`src/rtl/sensor_cond_pkg.sv`:
```
// Purpose: shared defaults and widths for the sensor conditioning block.
// Latency: n/a (constants only).
// Backpressure: n/a.
package sensor_cond_pkg;

    localparam int DEB_CYCLES_DEF = 4;   // stable synchronized cycles to accept a binary change
    localparam int SAMPLE_DIV_DEF = 8;   // clock cycles between temperature samples
    localparam int AVG_LOG2_DEF   = 2;   // log2 of the number of samples averaged
    localparam int TEMP_W         = 7;   // raw and averaged temperature width
    localparam int DEB_CNT_W      = 4;   // debounce counter width, covers DEB_CYCLES up to 15
    localparam int DIV_W          = 8;   // sample divider width, covers SAMPLE_DIV up to 255

endpackage

```
`src/rtl/sensor_cond_debounce_cell.sv`:
```
// Purpose: 2-flop synchronizer plus debounce counter for one binary sensor.
// Latency: 2+DEB_CYCLES edges from a stable raw level to level (2 edges when BYPASS).
// Backpressure: none; level is a plain output, flip is a combinational "changes next edge" flag.
module debounce_cell
    import sensor_cond_pkg::*;
#(
    parameter int DEB_CYCLES = DEB_CYCLES_DEF,
    parameter bit BYPASS     = 1'b0
) (
    input  logic clk,
    input  logic rst_n,
    input  logic raw,
    output logic level,
    output logic flip
);

    logic sync_a;
    logic sync_b;

    // Two-stage synchronizer; nothing else looks at raw.
    always_ff @(posedge clk) begin
        if (!rst_n) begin
            sync_a <= 1'b0;
            sync_b <= 1'b0;
        end else begin
            sync_a <= raw;
            sync_b <= sync_a;
        end
    end

    if (BYPASS) begin : g_bypass
        // Output follows the synchronizer directly; it changes on the next edge
        // exactly when the two stages disagree.
        assign level = sync_b;
        assign flip  = sync_a ^ sync_b;
    end else begin : g_debounce
        localparam logic [DEB_CNT_W-1:0] CNT_LAST = DEB_CNT_W'(DEB_CYCLES - 1);

        logic [DEB_CNT_W-1:0] cnt;
        logic                 level_q;
        logic                 differ;

        assign differ = sync_b ^ level_q;

        // Count consecutive disagreeing cycles; accept the new level on the
        // edge the count would reach DEB_CYCLES, and clear on any agreement.
        always_ff @(posedge clk) begin
            if (!rst_n) begin
                cnt     <= '0;
                level_q <= 1'b0;
            end else if (!differ) begin
                cnt <= '0;
            end else if (cnt == CNT_LAST) begin
                level_q <= sync_b;
                cnt     <= '0;
            end else begin
                cnt <= cnt + 1'b1;
            end
        end

        assign level = level_q;
        assign flip  = differ && (cnt == CNT_LAST);
    end

endmodule

```
`src/rtl/sensor_cond.sv`:
```
// Purpose: debounce four binary sensors and average a sampled temperature (SENSOR_COND_FAST_ALARM_EN: undebounced SFA).
// Latency: binary 2+DEB_CYCLES edges; first ST update (2^AVG_LOG2)*SAMPLE_DIV+1 edges after reset release.
// Backpressure: none; outputs are levels plus single-cycle st_valid/chg pulses.
module sensor_cond
    import sensor_cond_pkg::*;
#(
    parameter int DEB_CYCLES = DEB_CYCLES_DEF,
    parameter int SAMPLE_DIV = SAMPLE_DIV_DEF,
    parameter int AVG_LOG2   = AVG_LOG2_DEF
) (
    input  logic              Clk,
    input  logic              Rst,
    input  logic              raw_SFD,
    input  logic              raw_SRD,
    input  logic              raw_SW,
    input  logic              raw_SFA,
    input  logic [TEMP_W-1:0] raw_ST,
    output logic              SFD,
    output logic              SRD,
    output logic              SW,
    output logic              SFA,
    output logic [TEMP_W-1:0] ST,
    output logic              st_valid,
    output logic              chg
);

`ifdef SENSOR_COND_FAST_ALARM_EN
    localparam bit FAST_ALARM = 1'b1;
`else
    localparam bit FAST_ALARM = 1'b0;
`endif

    // Accumulator is wide enough for 2^AVG_LOG2 full-scale samples.
    localparam int                ACC_W     = TEMP_W + AVG_LOG2;
    localparam logic [DIV_W-1:0]  DIV_LAST  = DIV_W'(SAMPLE_DIV - 1);
    localparam logic [AVG_LOG2:0] SAMP_FULL = (AVG_LOG2 + 1)'(1 << AVG_LOG2);

    logic flip_sfd;
    logic flip_srd;
    logic flip_sw;
    logic flip_sfa;

    debounce_cell #(.DEB_CYCLES(DEB_CYCLES), .BYPASS(1'b0)) u_deb_sfd (
        .clk(Clk), .rst_n(Rst), .raw(raw_SFD), .level(SFD), .flip(flip_sfd)
    );

    debounce_cell #(.DEB_CYCLES(DEB_CYCLES), .BYPASS(1'b0)) u_deb_srd (
        .clk(Clk), .rst_n(Rst), .raw(raw_SRD), .level(SRD), .flip(flip_srd)
    );

    debounce_cell #(.DEB_CYCLES(DEB_CYCLES), .BYPASS(1'b0)) u_deb_sw (
        .clk(Clk), .rst_n(Rst), .raw(raw_SW), .level(SW), .flip(flip_sw)
    );

    debounce_cell #(.DEB_CYCLES(DEB_CYCLES), .BYPASS(FAST_ALARM)) u_deb_sfa (
        .clk(Clk), .rst_n(Rst), .raw(raw_SFA), .level(SFA), .flip(flip_sfa)
    );

    // One pulse on the same edge any conditioned level changes, however many change.
    always_ff @(posedge Clk) begin
        if (!Rst) begin
            chg <= 1'b0;
        end else begin
            chg <= flip_sfd | flip_srd | flip_sw | flip_sfa;
        end
    end

    logic [TEMP_W-1:0] t_s1;
    logic [TEMP_W-1:0] t_s2;
    logic [DIV_W-1:0]  div;
    logic [ACC_W-1:0]  acc;
    logic [AVG_LOG2:0] samp_cnt;

    // Double register the quasi-static temperature bus.
    always_ff @(posedge Clk) begin
        if (!Rst) begin
            t_s1 <= '0;
            t_s2 <= '0;
        end else begin
            t_s1 <= raw_ST;
            t_s2 <= t_s1;
        end
    end

    // Sample divider, accumulator and averaged output. The publish edge is the
    // edge after the last sample lands; SAMPLE_DIV >= 2 guarantees it never
    // coincides with a divider wrap, so no sample is lost when clearing.
    always_ff @(posedge Clk) begin
        if (!Rst) begin
            div      <= '0;
            acc      <= '0;
            samp_cnt <= '0;
            ST       <= '0;
            st_valid <= 1'b0;
        end else begin
            st_valid <= 1'b0;

            if (div == DIV_LAST) begin
                div <= '0;
            end else begin
                div <= div + 1'b1;
            end

            if (samp_cnt == SAMP_FULL) begin
                ST       <= acc[ACC_W-1:AVG_LOG2];
                st_valid <= 1'b1;
                acc      <= '0;
                samp_cnt <= '0;
            end else if (div == DIV_LAST) begin
                acc      <= acc + ACC_W'(t_s2);
                samp_cnt <= samp_cnt + 1'b1;
            end
        end
    end

endmodule

```
`config.mk`:
```
export PLATFORM = sky130hd
export DESIGN_NAME = sensor_cond
export DESIGN_NICKNAME = d
export VERILOG_FILES = /design/src/rtl/sensor_cond_pkg.sv /design/src/rtl/sensor_cond_debounce_cell.sv /design/src/rtl/sensor_cond.sv
export SDC_FILE = /design/constraint.sdc
export NUM_CORES = 1
export LEC_CHECK = 0
export ABC_AREA = 1
export BUFFER_PORTS_ARGS = -buffer_cell sky130_fd_sc_hd__buf_2
export CAP_MARGIN = 20
export CELL_PAD_IN_SITES_DETAIL_PLACEMENT = 1
export CELL_PAD_IN_SITES_GLOBAL_PLACEMENT = 2
export CORE_ASPECT_RATIO = 1.2
export CORE_MARGIN = 2
export CORE_UTILIZATION = 31
export DETAILED_ROUTE_END_ITERATION = 8
export PLACE_DENSITY = 0.84
export SYNTH_ARGS = -nofsm -noshare
export SYNTH_HDL_FRONTEND = slang
export SYNTH_SLANG_ARGS = --single-unit
```
`constraint.sdc`:
```
create_clock -name Clk -period 1.35 [get_ports Clk]
set_clock_uncertainty 0.05 [all_clocks]
set_input_delay 0 -clock Clk [delete_from_list [all_inputs] [get_ports Clk]]
set_output_delay 0 -clock Clk [all_outputs]
set_load 0.02 [all_outputs]
```
======== Word-level counts from Yosys, hierarchy flattened ========
Index checks and enable logic that the tools add are counted.
operators by class
  eq/ne operators ......................... 6
  reductions and logical operators ........ 14
  add/sub/neg operators ................... 7
  multiplexer cells ....................... 1
  bitwise gates (word level) .............. 12
operators with widths
  operator                                                                count
  4-bit by 1-bit adder with 4-bit output (second input constant)          4
  4-bit by 2-bit equality test with 1-bit output (second input constant)  4
  3-bit OR reduction                                                      4
  9-bit by 7-bit adder with 9-bit output                                  1
  8-bit by 1-bit adder with 8-bit output (second input constant)          1
  8-bit by 3-bit equality test with 1-bit output (second input constant)  1
  2-bit AND reduction                                                     4
  1-bit inverter                                                          5
  1-bit logical AND                                                       4
  2-bit OR reduction                                                      2
  1-bit XOR                                                               4
  3-bit by 1-bit adder with 3-bit output (second input constant)          1
  3-bit equality test (second input constant)                             1
  1-bit bitwise OR                                                        3
  1-bit 2-to-1 mux                                                        1
storage, ports and cells
  register bits after elaboration ......... 71
  logic and storage cells ................. 64

======== Depth between registers and ports, before layout ========
Gate-level depths: netlist (run 1).
  depth after elaboration ................. 5
  mapped depth ............................ 9

======== By module ========
From an unflattened synthesis (run 1), not the netlist that was laid out.
unflattened totals
  cells, all modules ...................... 387
  area, all modules ....................... 2962.8 um2
by module, submodules not included
  module         area each (um2)  times used  seq. area each (um2)  cells each
  sensor_cond    1846.8           1           860.8                 243
  debounce_cell  279.0            4           140.1                 36

======== Worst setup path before layout (run 1) ========
No wires, ideal clock.
  path type ............................... reg2reg
  from .................................... register t_s2[0]
  to ...................................... register acc[6]
  buffers on the path ..................... 0
  arrival time ............................ 1.303 ns
  stages on the path, launching flop included .. 9
  required time ........................... 1.183 ns
  period minus slack after synthesis ...... 1.470 ns
  slack ................................... -0.120 ns
  cell sequence ........................... dfxtp_1 -> ha_1 -> fa_1 -> nand2_1 -> nand2_1 -> nand3b_1 -> a21oi_1 -> nor2_1 -> nor2_1
between the ends
  longest elaborated chain between the ends .. 1
ends and longest elaborated chain
  item                                    line                source
  from (decl)                             sensor_cond.sv:69   logic [TEMP_W-1:0] t_s2;
  from (signal assigned)                  sensor_cond.sv:81   t_s2 <= t_s1;
  9-bit by 7-bit adder with 9-bit output  sensor_cond.sv:110  acc <= acc + ACC_W'(t_s2);
  to (signal assigned)                    sensor_cond.sv:110
  to (decl)                               sensor_cond.sv:71   logic [ACC_W-1:0] acc;
No other way between the ends.
A chain may end at the register's enable or synchronous reset.

======== Worst setup path after layout (run 1) ========
  from .................................... register acc[0]
  to ...................................... register acc[8]
between the ends
  longest elaborated chain between the ends .. 1
ends and longest elaborated chain
  item                                    line
  9-bit by 7-bit adder with 9-bit output  sensor_cond.sv:110
No other way between the ends.

==> out/summary.md, run 1 <==
Floorplan
* 9030 µm² — core area
* 38 — std cell rows
* 91.8 µm — horizontal die dimension
* 31.8% — initial core utilization
* 26 — IO Count
* 109 µm — DIE HEIGHT
* 10000 µm² — full die area

Detailed routing
* 2.87 mm — met1 wire length
* 3 — number of detailed-route iterations in the first pass
* 6.67 mm — total wirelength of the detailed-routed design
* 171 µm — routed length on met3
* 0 — Residual DRC
* 4.41 — vias per cell
* met4 — highest routed metal layer
* 3.46 mm — wire length on met2
* 0 — post-detailed-route count of antenna-violating nets
* 12.0 µm — Avg WL per Cell
* 2454 — Vias
* 72 — Detailed Route Iter0 Violations

Cells and area
* 461 — post-layout net count
* 0 — antenna fix cells
* 1116 — fill count
* 1440 µm² — area used by sequential logic in the layout
* 44.3% — fin util
* 32.5% — fraction of final layout cells with drive strength greater than 1
* 39.5% — area overhead of the layout relative to synthesis
* 1420 µm² — area occupied by multi-input gates

Synthesis
* sky130_fd_sc_hd__dfxtp_1 (50%), sky130_fd_sc_hd__nand2_1 (9.5%), sky130_fd_sc_hd__inv_1 (6.8%), sky130_fd_sc_hd__nor2_1 (6.1%), sky130_fd_sc_hd__ha_1 (6.1%) — most area-consuming cells after synthesis
* sky130_fd_sc_hd__dfxtp_1 — cell type with the highest aggregate area in the netlist
* 2870 µm² — Synth Cell Area
* 30 — Yosys cell types
* 0 — warnings from Yosys
* 49.5% — share of Yosys cell area claimed by the top area cell type
* 71 — total of flip-flops plus latches after synthesis
* 382 — net count after synthesis
* sky130_fd_sc_hd__dfxtp_1 — Top FF cell, synth
* 49.5% — share of the yosys chip area belonging to registers
* sky130_fd_sc_hd__nand2_1 — cell with the most instances after synthesis
* 8.11 µm² — average cell area after synthesis
* 0 — number of flops mapped to enable cells by yosys
* 0% — Async SR Flop Fraction
* 354 — gate count of the mapped netlist
* sky130_fd_sc_hd__nand2_1 (73), sky130_fd_sc_hd__dfxtp_1 (71), sky130_fd_sc_hd__inv_1 (52) — most frequent cells after synthesis

Placed design
* 25 — quantity of I/O buffers inserted on ports
* 0.787 — RD Place Congestion
* -162 ps — pre-CTS WS
* 4.48 mm — Detailed Place HPWL

Critical path
* acc[0] — worst reg2reg path startpoint
* 3 — maximum fanout count along the critical path
* ha_4 -> fa_2 -> nand2_2 -> nand2_2 -> nand3_1 -> nand2_1 -> nand2_1 -> nand2_1 -> a21oi_1 — ordered list of cells on the worst path
* flop — startpoint types
* 1580 ps — data required time of the critical path
* 1690 ps — Arr. time, crit path
* reg2reg — Crit Path Category
* sky130_fd_sc_hd__nand2_1 — most numerous cell on the critical path
* sky130_fd_sc_hd__fa_2 — Crit-path slowest cell
* acc[0] — start point of the critical path
* 350 ps — maximum cell stage delay along the critical path
* flop — element type at the critical path end

Run status
* complete, but fails checks — status
* negative setup slack — violations in the final reports

Global route
* 0 — initial antenna violation count
* 13.7% — gr usage total
* 2530 — vias in the first global route
* 0 — Remaining Overflow, GRT
* 10.9 mm — first-pass GRT wire length
* 15 — pin count of the biggest net entering global routing

Timing
* 74.3% — worst rel slew slack
* 1460 ps — post-layout minimum cycle time
* 0 — final count of hold timing violations
* -472 ps — final-layout setup total negative slack
* 309 ps — worst hold margin
* -114 ps — worst path setup slack after routing
* 108% — share of the clock period used by the worst path after layout
* true — unrepaired setup endpoints after global routing
* 0 — number of pins exceeding their max-slew limit in the final report
* 381 ps — Tightest Pin Transition
* 7 — total of endpoints with negative setup slack in the final report
* 683 MHz — fmax

Power
* 1070 nW/µm² — ratio of total power to cell area
* 1.89 nW — leakage power of the design
* 546 µV — maximum resistive drop on vdd

Clock network
* 350 ps — clock latency reported for the late side of the worst-skew pair
* sky130_fd_sc_hd__clkbuf_8 — root cell of the clock tree
* 9 — number of buffers added by the clock tree synthesis step
* 80 ps — Worst-path clk slew
* 3 — H-tree Lvls
* yes — clock tree from TritonCTS
* 71 — clock sink count
* 2 — Max clock buf depth

Run
* 0 — max-cap violations

Min path
* in2reg — type of the tightest min-delay check
* raw_SRD — launch instance of the worst min-delay path

==> through the flow <==
step	cells	total power [W]	instance area, µm²
2_1_floorplan	354	0.00231	2890
3_3_place_gp	521	0.00238	3370
3_5_place_dp	521	0.00239	3370
4_1_cts	551	0.00433	3800
5_1_grt	557	0.00448	4000
6_report	557	0.00430	4000
==> critical path: cells and delay by family, from the launching register on <==
| family | cells | cell delay (ps) |
|---|---|---|
| AO/OA/AOI/OAI | 1 | 110 |
| adder cells (fa/ha/maj) | 2 | 510 |
| flip-flops | 1 | 340 |
| AND/OR/NAND/NOR | 6 | 390 |
==> metal layers <==
metal	global-route usage (%)	up-vias
met4	6.29	0
li1	-	1254
met1	15.3	1149
met3	3.77	14
met5	0	-
met2	24.4	37
==> sequential cells by signal, indices dropped and copies added (netlist names), 7 cells and up <==
register / count
t_s1: 7
div: 8
acc: 9
ST: 7
t_s2: 7
==> layout by cell type, fill, tap and decap left out, drive strengths merged <==
cell / instances
inv: 54
a31oi: 1
a21oi: 19
fa: 1
xor2: 10
a21o: 1
nor3: 6
nand2: 74
clkinvlp: 3
dfxtp: 71
nand3b: 2
or2: 6
ha: 14
xnor2: 2
nand3: 16
nand4: 2
clkbuf: 10
dlygate4sd3: 12
buf: 62
nor4: 1
a22o: 4
nor2: 51
bufinv: 2
nor3b: 1
o21ai: 12
==> cell families after synthesis <==
kind of cell,synth area share [%]
DFF,49.5
xor gates and xnor gates,3.66
AOI/OAI and AO/OA,7.24
buffers and inverters,8.72
adders and majority gates,6.80
and+or+nand+nor,24.1
==> timing repair <==
action,4_1_cts,5_1_grt
hold endpoints to repair,14,0
hold buffers,12,0
endpoints found under the setup margin,37,36
pin swaps,4,14
gates resized for setup,22,46
buffers inserted,3,6
==> report_power, final <==
part	switching (W)	internal, W
Clock	0.000812	0.00108
Sequential	0.0000288	0.00214
Combinational	0.000114	0.000129
==> layout make-up <==
cell class / instances / share of cell area (%)
clock inverters: 5 / 2.06
inverters: 54 / 5.13
repair buffers: 74 / 14.3
clock buffers: 10 / 3.44
well taps: 120 / 3.75
flip-flops and latches: 71 / 35.9
multi-input cells: 223 / 35.4
==> final timing paths <==
path / endpoint / slack (ps) / depth (start not counted)
setup / recovery: acc[8] / -110 / 9
hold / removal: u_deb_srd.sync_a / 310 / 4
setup reg to reg: acc[8] / -110 / 9
hold reg to reg: t_s2[2] / 360 / 2
Power figures use the tool's default switching activity.
==> run 2, diff against run 1 <==
--- a/config.mk
+++ b/config.mk
@@ -9,3 +9,3 @@
 export BUFFER_PORTS_ARGS = -buffer_cell sky130_fd_sc_hd__buf_2
-export CAP_MARGIN = 20
+export CAP_MARGIN = 40
 export CELL_PAD_IN_SITES_DETAIL_PLACEMENT = 1
@@ -14,5 +14,5 @@
 export CORE_MARGIN = 2
-export CORE_UTILIZATION = 31
+export CORE_UTILIZATION = 37
 export DETAILED_ROUTE_END_ITERATION = 8
-export PLACE_DENSITY = 0.84
+export PLACE_DENSITY = 0.93
 export SYNTH_ARGS = -nofsm -noshare
==> constraint.sdc (replaced) <==
create_clock -name Clk -period 1.75 [get_ports Clk]
set_clock_uncertainty 0.05 [all_clocks]
set_input_delay 0 -clock Clk [delete_from_list [all_inputs] [get_ports Clk]]
set_output_delay 0 -clock Clk [all_outputs]
set_load 0.05 [all_outputs]
==> run 2 against run 1 <==
The flow now finishes without violations. Global-route usage increased by 0.54 points. Combinational power fell by 45%. Routed wire length down 18%. Maximum frequency fell by 6.7%. Worst hold slack gained 25 ps. Power is 28% lower. Sequential power shrank 23%. Utilization grew 0.65 points. Die area down 16%. Critical endpoint is now acc[6]. Largest cell class unchanged. Largest power group unchanged. Highest routed layer unchanged.
==> out/summary.md, run 2 (same netlist as run 1, synthesis figures left out) <==
Cells and area
* sky130_fd_sc_hd__nand2_1 (73), sky130_fd_sc_hd__dfxtp_1 (71), sky130_fd_sc_hd__inv_1 (52), sky130_fd_sc_hd__nor2_1 (47), sky130_fd_sc_hd__buf_2 (25) — commonest cells after routing, fill and taps aside
* 967 — fill count
* acc (9), div (8) — largest registers
* 15.1% — fraction of final layout cells with drive strength greater than 1
* sky130_fd_sc_hd__nand2_1 — leading cell type in the layout, fill and taps excluded
* 0 — antenna fix cells
* acc — register ranked first by flip-flop count
* 428 — post-layout net count
* 19.4% — area overhead of the layout relative to synthesis
* 9 — number of flip-flops under the largest register name

Clock network
* 71 — clock sink count
* sky130_fd_sc_hd__clkbuf_8 — root cell of the clock tree
* yes — clock tree from TritonCTS
* 2 — Max clock buf depth
* 0 — Post-CTS Setup Bufs
* 80 ps — Worst-path clk slew
* 9 — number of buffers added by the clock tree synthesis step
* 330 ps — clock latency reported for the late side of the worst-skew pair
* 3 — H-tree Lvls

Floorplan
* 37.7% — initial core utilization
* 100 µm — DIE HEIGHT
* 8480 µm² — full die area
* 84.4 µm — horizontal die dimension
* 7620 µm² — core area
* 26 — IO Count
* 35 — std cell rows

Timing
* 290 ps — Tightest Pin Transition
* 0 — number of pins exceeding their max-slew limit in the final report
* 0 ps — final-layout setup total negative slack
* 89.6% — share of the clock period used by the worst path after layout
* 1570 ps — post-layout minimum cycle time
* 0 — total of endpoints with negative setup slack in the final report
* false — unrepaired setup endpoints after global routing
* 637 MHz — fmax
* 80.7% — worst rel slew slack
* 0 — final count of hold timing violations

Placed design
* 4.18 mm — Detailed Place HPWL
* 0.727 — RD Place Congestion
* 25 — quantity of I/O buffers inserted on ports

Critical path
* 1740 ps — Arr. time, crit path
* t_s2[0] — start point of the critical path
* flop — startpoint types
* reg2reg — Crit Path Category
* 3 — maximum fanout count along the critical path
* acc[6] — critical path capture point
* 8 — logic depth of the worst register-to-register path
* 180 ps — setup slack, reg-to-reg
* acc[6] — endpoint of the lowest-slack register-to-register path
* t_s2[0] — worst reg2reg path startpoint
* flop — element type at the critical path end
* 1920 ps — data required time of the critical path

Detailed routing
* 2307 — Vias
* 4.65 — vias per cell
* 5.50 mm — total wirelength of the detailed-routed design
* 43 — Detailed Route Iter0 Violations
* 0 — Residual DRC
* 0 — post-detailed-route count of antenna-violating nets
* 3 — number of detailed-route iterations in the first pass
* 11.1 µm — Avg WL per Cell

Global route
* 2312 — vias in the first global route
* 0 — Remaining Overflow, GRT
* 27 — pin count of the biggest net entering global routing
* 0 — initial antenna violation count
* 9.65 mm — first-pass GRT wire length
* 14.2% — gr usage total

Min path
* in2reg — type of the tightest min-delay check

Power
* 900 nW/µm² — ratio of total power to cell area
* 420 µV — maximum resistive drop on vdd
* 1.68 nW — leakage power of the design
* 0.00308 W — Tot Pwr

Run status
* complete, no violations — status

Run
* 0 — max-cap violations

-- run 2: cell types whose count changed in the layout (fill, tap and decap cells not counted), sizes merged --
| cell | previous run | this run |
|---|---|---|
| bufinv | 2 | 1 |
| clkinvlp | 3 | 2 |
| clkinv | 0 | 2 |
| buf | 62 | 29 |
-- run 2: how the worst min path moves through the flow --
stage	start	end	cells past startpoint
after floorplan	raw_ST[0]	t_s1[0]	2
after global placement	raw_ST[5]	t_s1[5]	3
after detailed placement	raw_SFA	u_deb_sfa.sync_a	3
after CTS	raw_SFA	u_deb_sfa.sync_a	4
after global routing	raw_SW	u_deb_sw.sync_a	4
final	raw_ST[3]	t_s1[3]	4
-- run 2: worst max-delay path: stages, from the launching register on --
cell and delay [ps]:
sky130_fd_sc_hd__dfxtp_1 310, sky130_fd_sc_hd__ha_1 220, sky130_fd_sc_hd__fa_2 360, sky130_fd_sc_hd__nand2_1 80, sky130_fd_sc_hd__nand2_1 90, sky130_fd_sc_hd__nand3b_1 120, sky130_fd_sc_hd__a21oi_1 80, sky130_fd_sc_hd__nor2_1 110
sky130_fd_sc_hd__nor2_1 40
-- run 2: final cells by class --
class	count	area [µm²]	share of cell area, %
Timing Repair Buffer	41	288	8.40
Tap cell	92	115	3.36
Clock buffer	10	138	4.02
Clock inverter	5	58.8	1.72
Multi-Input combinational cell	223	1200	35.0
Sequential cell	71	1420	41.5
Inverter	54	205	5.99
-- run 2: what timing repair did --
action / CTS / global route
endpoints found under the setup margin: 0 / 1
endpoints found under the hold margin: 14 / 0
hold buffers: 12 / 0
gates resized for setup: 0 / 1
-- run 2: stage by stage --
| step | hold slack (ps) | instance area, µm² | setup WS (ps) | utilization (%) | cells |
|---|---|---|---|---|---|
| 4_1_cts | 314 | 3420 | 123 | 44.9 | 496 |
| 3_3_place_gp | 129 | 3110 | 213 | 40.8 | 469 |
| 3_5_place_dp | 139 | 3110 | 133 | 40.8 | 469 |
| 5_1_grt | 346 | 3430 | 3.11 | 45.0 | 496 |
| 6_report | 334 | 3430 | 181 | 45.0 | 496 |
| 2_1_floorplan | 47.6 | 2870 | 280 | - | 354 |
-- run 2: where the power goes --
part	leakage [nW]	total [W]	switching, W	internal [W]
combinational	1.01	0.000135	0.0000707	0.0000639
clock	0.0944	0.00128	0.000595	0.000689
sequential	0.578	0.00167	0.0000174	0.00165
-- run 2: per-layer routing --
layer	up-vias	track usage (%)	wire, µm
met2	19	26.7	2940
met5	-	0	0
li1	1189	-	-
met4	0	6.96	73
met3	5	3.03	122
met1	1094	15.0	2360
==> run 3, diff against run 2 <==
- ABC_AREA: 1 -> not set
- CORE_UTILIZATION: 37 -> 40
- CTS_BUF_LIST: not set -> sky130_fd_sc_hd__clkbuf_16
- PLACE_DENSITY: 0.93 -> 0.94
==> run 3 against run 2 <==
Global-route usage is 3.0 points higher. Clock power increased by 45%. The run now ends with negative setup slack left. Sequential cell count is the same. Synthesized area decreased by 2.7%. Die area shrank 9.6%. Via count down 8.1%. Clock-buffer cell count shrank 1. Critical endpoint unchanged. Power grew 18%.
==> out/summary.md, run 3 <==
Run status
* complete, but fails checks — status
* negative setup slack — violations in the final reports

Clock network
* 2 — Max clock buf depth
* 60 ps — Worst-path clk slew
* 330 ps — clock latency reported for the late side of the worst-skew pair
* 9 — number of buffers added by the clock tree synthesis step
* yes — clock tree from TritonCTS
* 71 — clock sink count
* sky130_fd_sc_hd__clkbuf_16 — root cell of the clock tree
* 3 — H-tree Lvls

Critical path
* 1930 ps — data required time of the critical path
* -30 ps — setup slack, reg-to-reg
* flop — startpoint types
* flop — element type at the critical path end
* reg2reg — Crit Path Category
* 1950 ps — Arr. time, crit path
* 3 — maximum fanout count along the critical path

Power
* 1020 nW/µm² — ratio of total power to cell area
* 0.00284 W — Internal Power
* 22.2% — switching share of total power
* 0.000810 W — Net Sw Power
* 3.6% — logic gate share of total power
* 664 µV — maximum resistive drop on vdd
* 1.49 nW — leakage power of the design
* 50.7% — part of the total power dissipated in the clock network
* 0.00365 W — Tot Pwr
* 45.7% — sequential cell fraction of total power

Cells and area
* 0 — antenna fix cells
* 22.3% — fraction of final layout cells with drive strength greater than 1
* 27.8% — area overhead of the layout relative to synthesis
* 9 — number of flip-flops under the largest register name
* acc (9), div (8) — largest registers
* sky130_fd_sc_hd__dfxtp_1 (70), sky130_fd_sc_hd__nor2_1 (29), sky130_fd_sc_hd__and2_1 (25), sky130_fd_sc_hd__buf_2 (25), sky130_fd_sc_hd__nand2_1 (17) — commonest cells after routing, fill and taps aside
* 1390 µm² — area occupied by multi-input gates
* 1420 µm² — area used by sequential logic in the layout
* sky130_fd_sc_hd__dfxtp_1 — leading cell type in the layout, fill and taps excluded
* 355 — post-layout net count
* 745 — fill count
* acc — register ranked first by flip-flop count

Global route
* 17.3% — gr usage total
* 2307 — vias in the first global route
* 37 — pin count of the biggest net entering global routing
* 0 — initial antenna violation count
* 0 — Remaining Overflow, GRT
* 10.1 mm — first-pass GRT wire length

Timing
* true — unrepaired setup endpoints after global routing
* -53.3 ps — final-layout setup total negative slack
* 1780 ps — post-layout minimum cycle time
* -27.5 ps — worst path setup slack after routing
* 2 — total of endpoints with negative setup slack in the final report
* 102% — share of the clock period used by the worst path after layout
* 73.1% — worst rel slew slack
* 563 MHz — fmax
* 0 — number of pins exceeding their max-slew limit in the final report
* 0 — final count of hold timing violations
* 403 ps — Tightest Pin Transition

Synthesis
* sky130_fd_sc_hd__dfxtp_1 — cell type with the highest aggregate area in the netlist
* 2790 µm² — Synth Cell Area
* 278 — gate count of the mapped netlist
* 71 — total of flip-flops plus latches after synthesis
* sky130_fd_sc_hd__dfxtp_1 — cell with the most instances after synthesis
* 0% — Async SR Flop Fraction
* 46 — Yosys cell types
* sky130_fd_sc_hd__dfxtp_1 (71), sky130_fd_sc_hd__nor2_1 (29), sky130_fd_sc_hd__and2_1 (25) — most frequent cells after synthesis
* sky130_fd_sc_hd__dfxtp_1 (51%), sky130_fd_sc_hd__ha_1 (6.3%), sky130_fd_sc_hd__and2_1 (5.6%), sky130_fd_sc_hd__nor2_1 (3.9%), sky130_fd_sc_hd__xnor2_1 (3.4%) — most area-consuming cells after synthesis
* 0 — warnings from Yosys
* 50.9% — share of the yosys chip area belonging to registers
* 306 — net count after synthesis
* 50.9% — share of Yosys cell area claimed by the top area cell type
* 10.0 µm² — average cell area after synthesis
* 0 — number of flops mapped to enable cells by yosys
* sky130_fd_sc_hd__dfxtp_1 — Top FF cell, synth

Placed design
* 3.90 mm — Detailed Place HPWL
* 25 — quantity of I/O buffers inserted on ports
* 0.768 — RD Place Congestion

Detailed routing
* 5.06 — vias per cell
* 2.58 mm — met1 wire length
* 0 — Residual DRC
* 3.05 mm — wire length on met2
* met4 — highest routed metal layer
* 4 — number of detailed-route iterations in the first pass
* 175 µm — routed length on met3
* 2121 — Vias
* 14.2 µm — Avg WL per Cell
* 72 — Detailed Route Iter0 Violations
* 5.95 mm — total wirelength of the detailed-routed design
* 0 — post-detailed-route count of antenna-violating nets

Floorplan
* 95.5 µm — DIE HEIGHT
* 26 — IO Count
* 33 — std cell rows
* 6810 µm² — core area
* 7670 µm² — full die area
* 41.0% — initial core utilization
* 80.3 µm — horizontal die dimension

Run
* 0 — max-cap violations

Min path
* in2reg — type of the tightest min-delay check

## run 3: what timing repair did
item                                    in CTS  in global routing
setup buffers                                0                  1
hold endpoints to repair                    11                  0
resized for setup                            3                  9
hold buffers                                11                  0
endpoints found under the setup margin       4                  5
pin swaps                                    3                  3
## run 3: per-layer routing
layer / up-vias / global-route usage [%]
li1: 1047 / -
met1: 1030 / 18.7
met2: 35 / 30.9
met3: 9 / 3.03
met4: 0 / 10.7
met5: - / 0
## run 3: kinds of logic (layout without fill, tap and decap cells)
kind of cell               after synthesis  count (layout)  share of synthesized area (%)
AOI/OAI and AO/OA                       42              42                           11.2
xor gates and xnor gates                21              21                           6.59
adders and majority gates               15              15                           6.99
buffers and inverters                   15              69                           2.42
DFF                                     71              71                           50.9
muxes                                    3               3                           1.08
and+or+nand+nor                        111             111                           20.9
## run 3: final cells by class
class / instances / area share [%]
clock buffers: 9 / 6.31
inverters: 6 / 0.631
well taps: 87 / 3.05
flip-flops and latches: 71 / 39.9
repair buffers: 47 / 8.91
multi-input cells: 192 / 39.0
clock inverters: 7 / 2.28
## run 3: path summary, 6_finish.rpt
| path | startpoint | to | cells past startpoint |
|---|---|---|---|
| min | Rst | st_valid | 2 |
| max | acc[0] | acc[6] | 6 |
| min reg2reg | u_deb_sfa.sync_a | u_deb_sfa.sync_b | 1 |
| max reg2reg | acc[0] | acc[6] | 6 |
## run 3: worst max-delay path, stage by stage (launching register included)
cell                       delay (ps)
sky130_fd_sc_hd__dfxtp_2          330
sky130_fd_sc_hd__ha_4             160
sky130_fd_sc_hd__fa_2             370
sky130_fd_sc_hd__a211oi_4         260
sky130_fd_sc_hd__o21ai_2           90
sky130_fd_sc_hd__and4_1           160
sky130_fd_sc_hd__a311o_1          260
## run 3: through the flow
stage,setup slack [ps],instances,area (µm²),hold WS [ps],util (%)
floorplan,-17.2,278,2810,77.3,-
global placement,-74.3,391,3080,158,45.2
detailed placement,-127,391,3080,161,45.2
CTS,-89.0,418,3510,83.1,51.5
global route,-108,419,3570,113,52.4
finish,-27.5,419,3570,85.2,52.4
## run 3: power by group through the flow
stage                     Combinational, W  Clock, W  Sequential [W]
after floorplan                  0.0000687         0         0.00170
after global placement            0.000104         0         0.00170
after detailed placement          0.000108         0         0.00170
after CTS                         0.000128   0.00188         0.00167
after global routing              0.000148   0.00197         0.00167
final                             0.000131   0.00185         0.00167
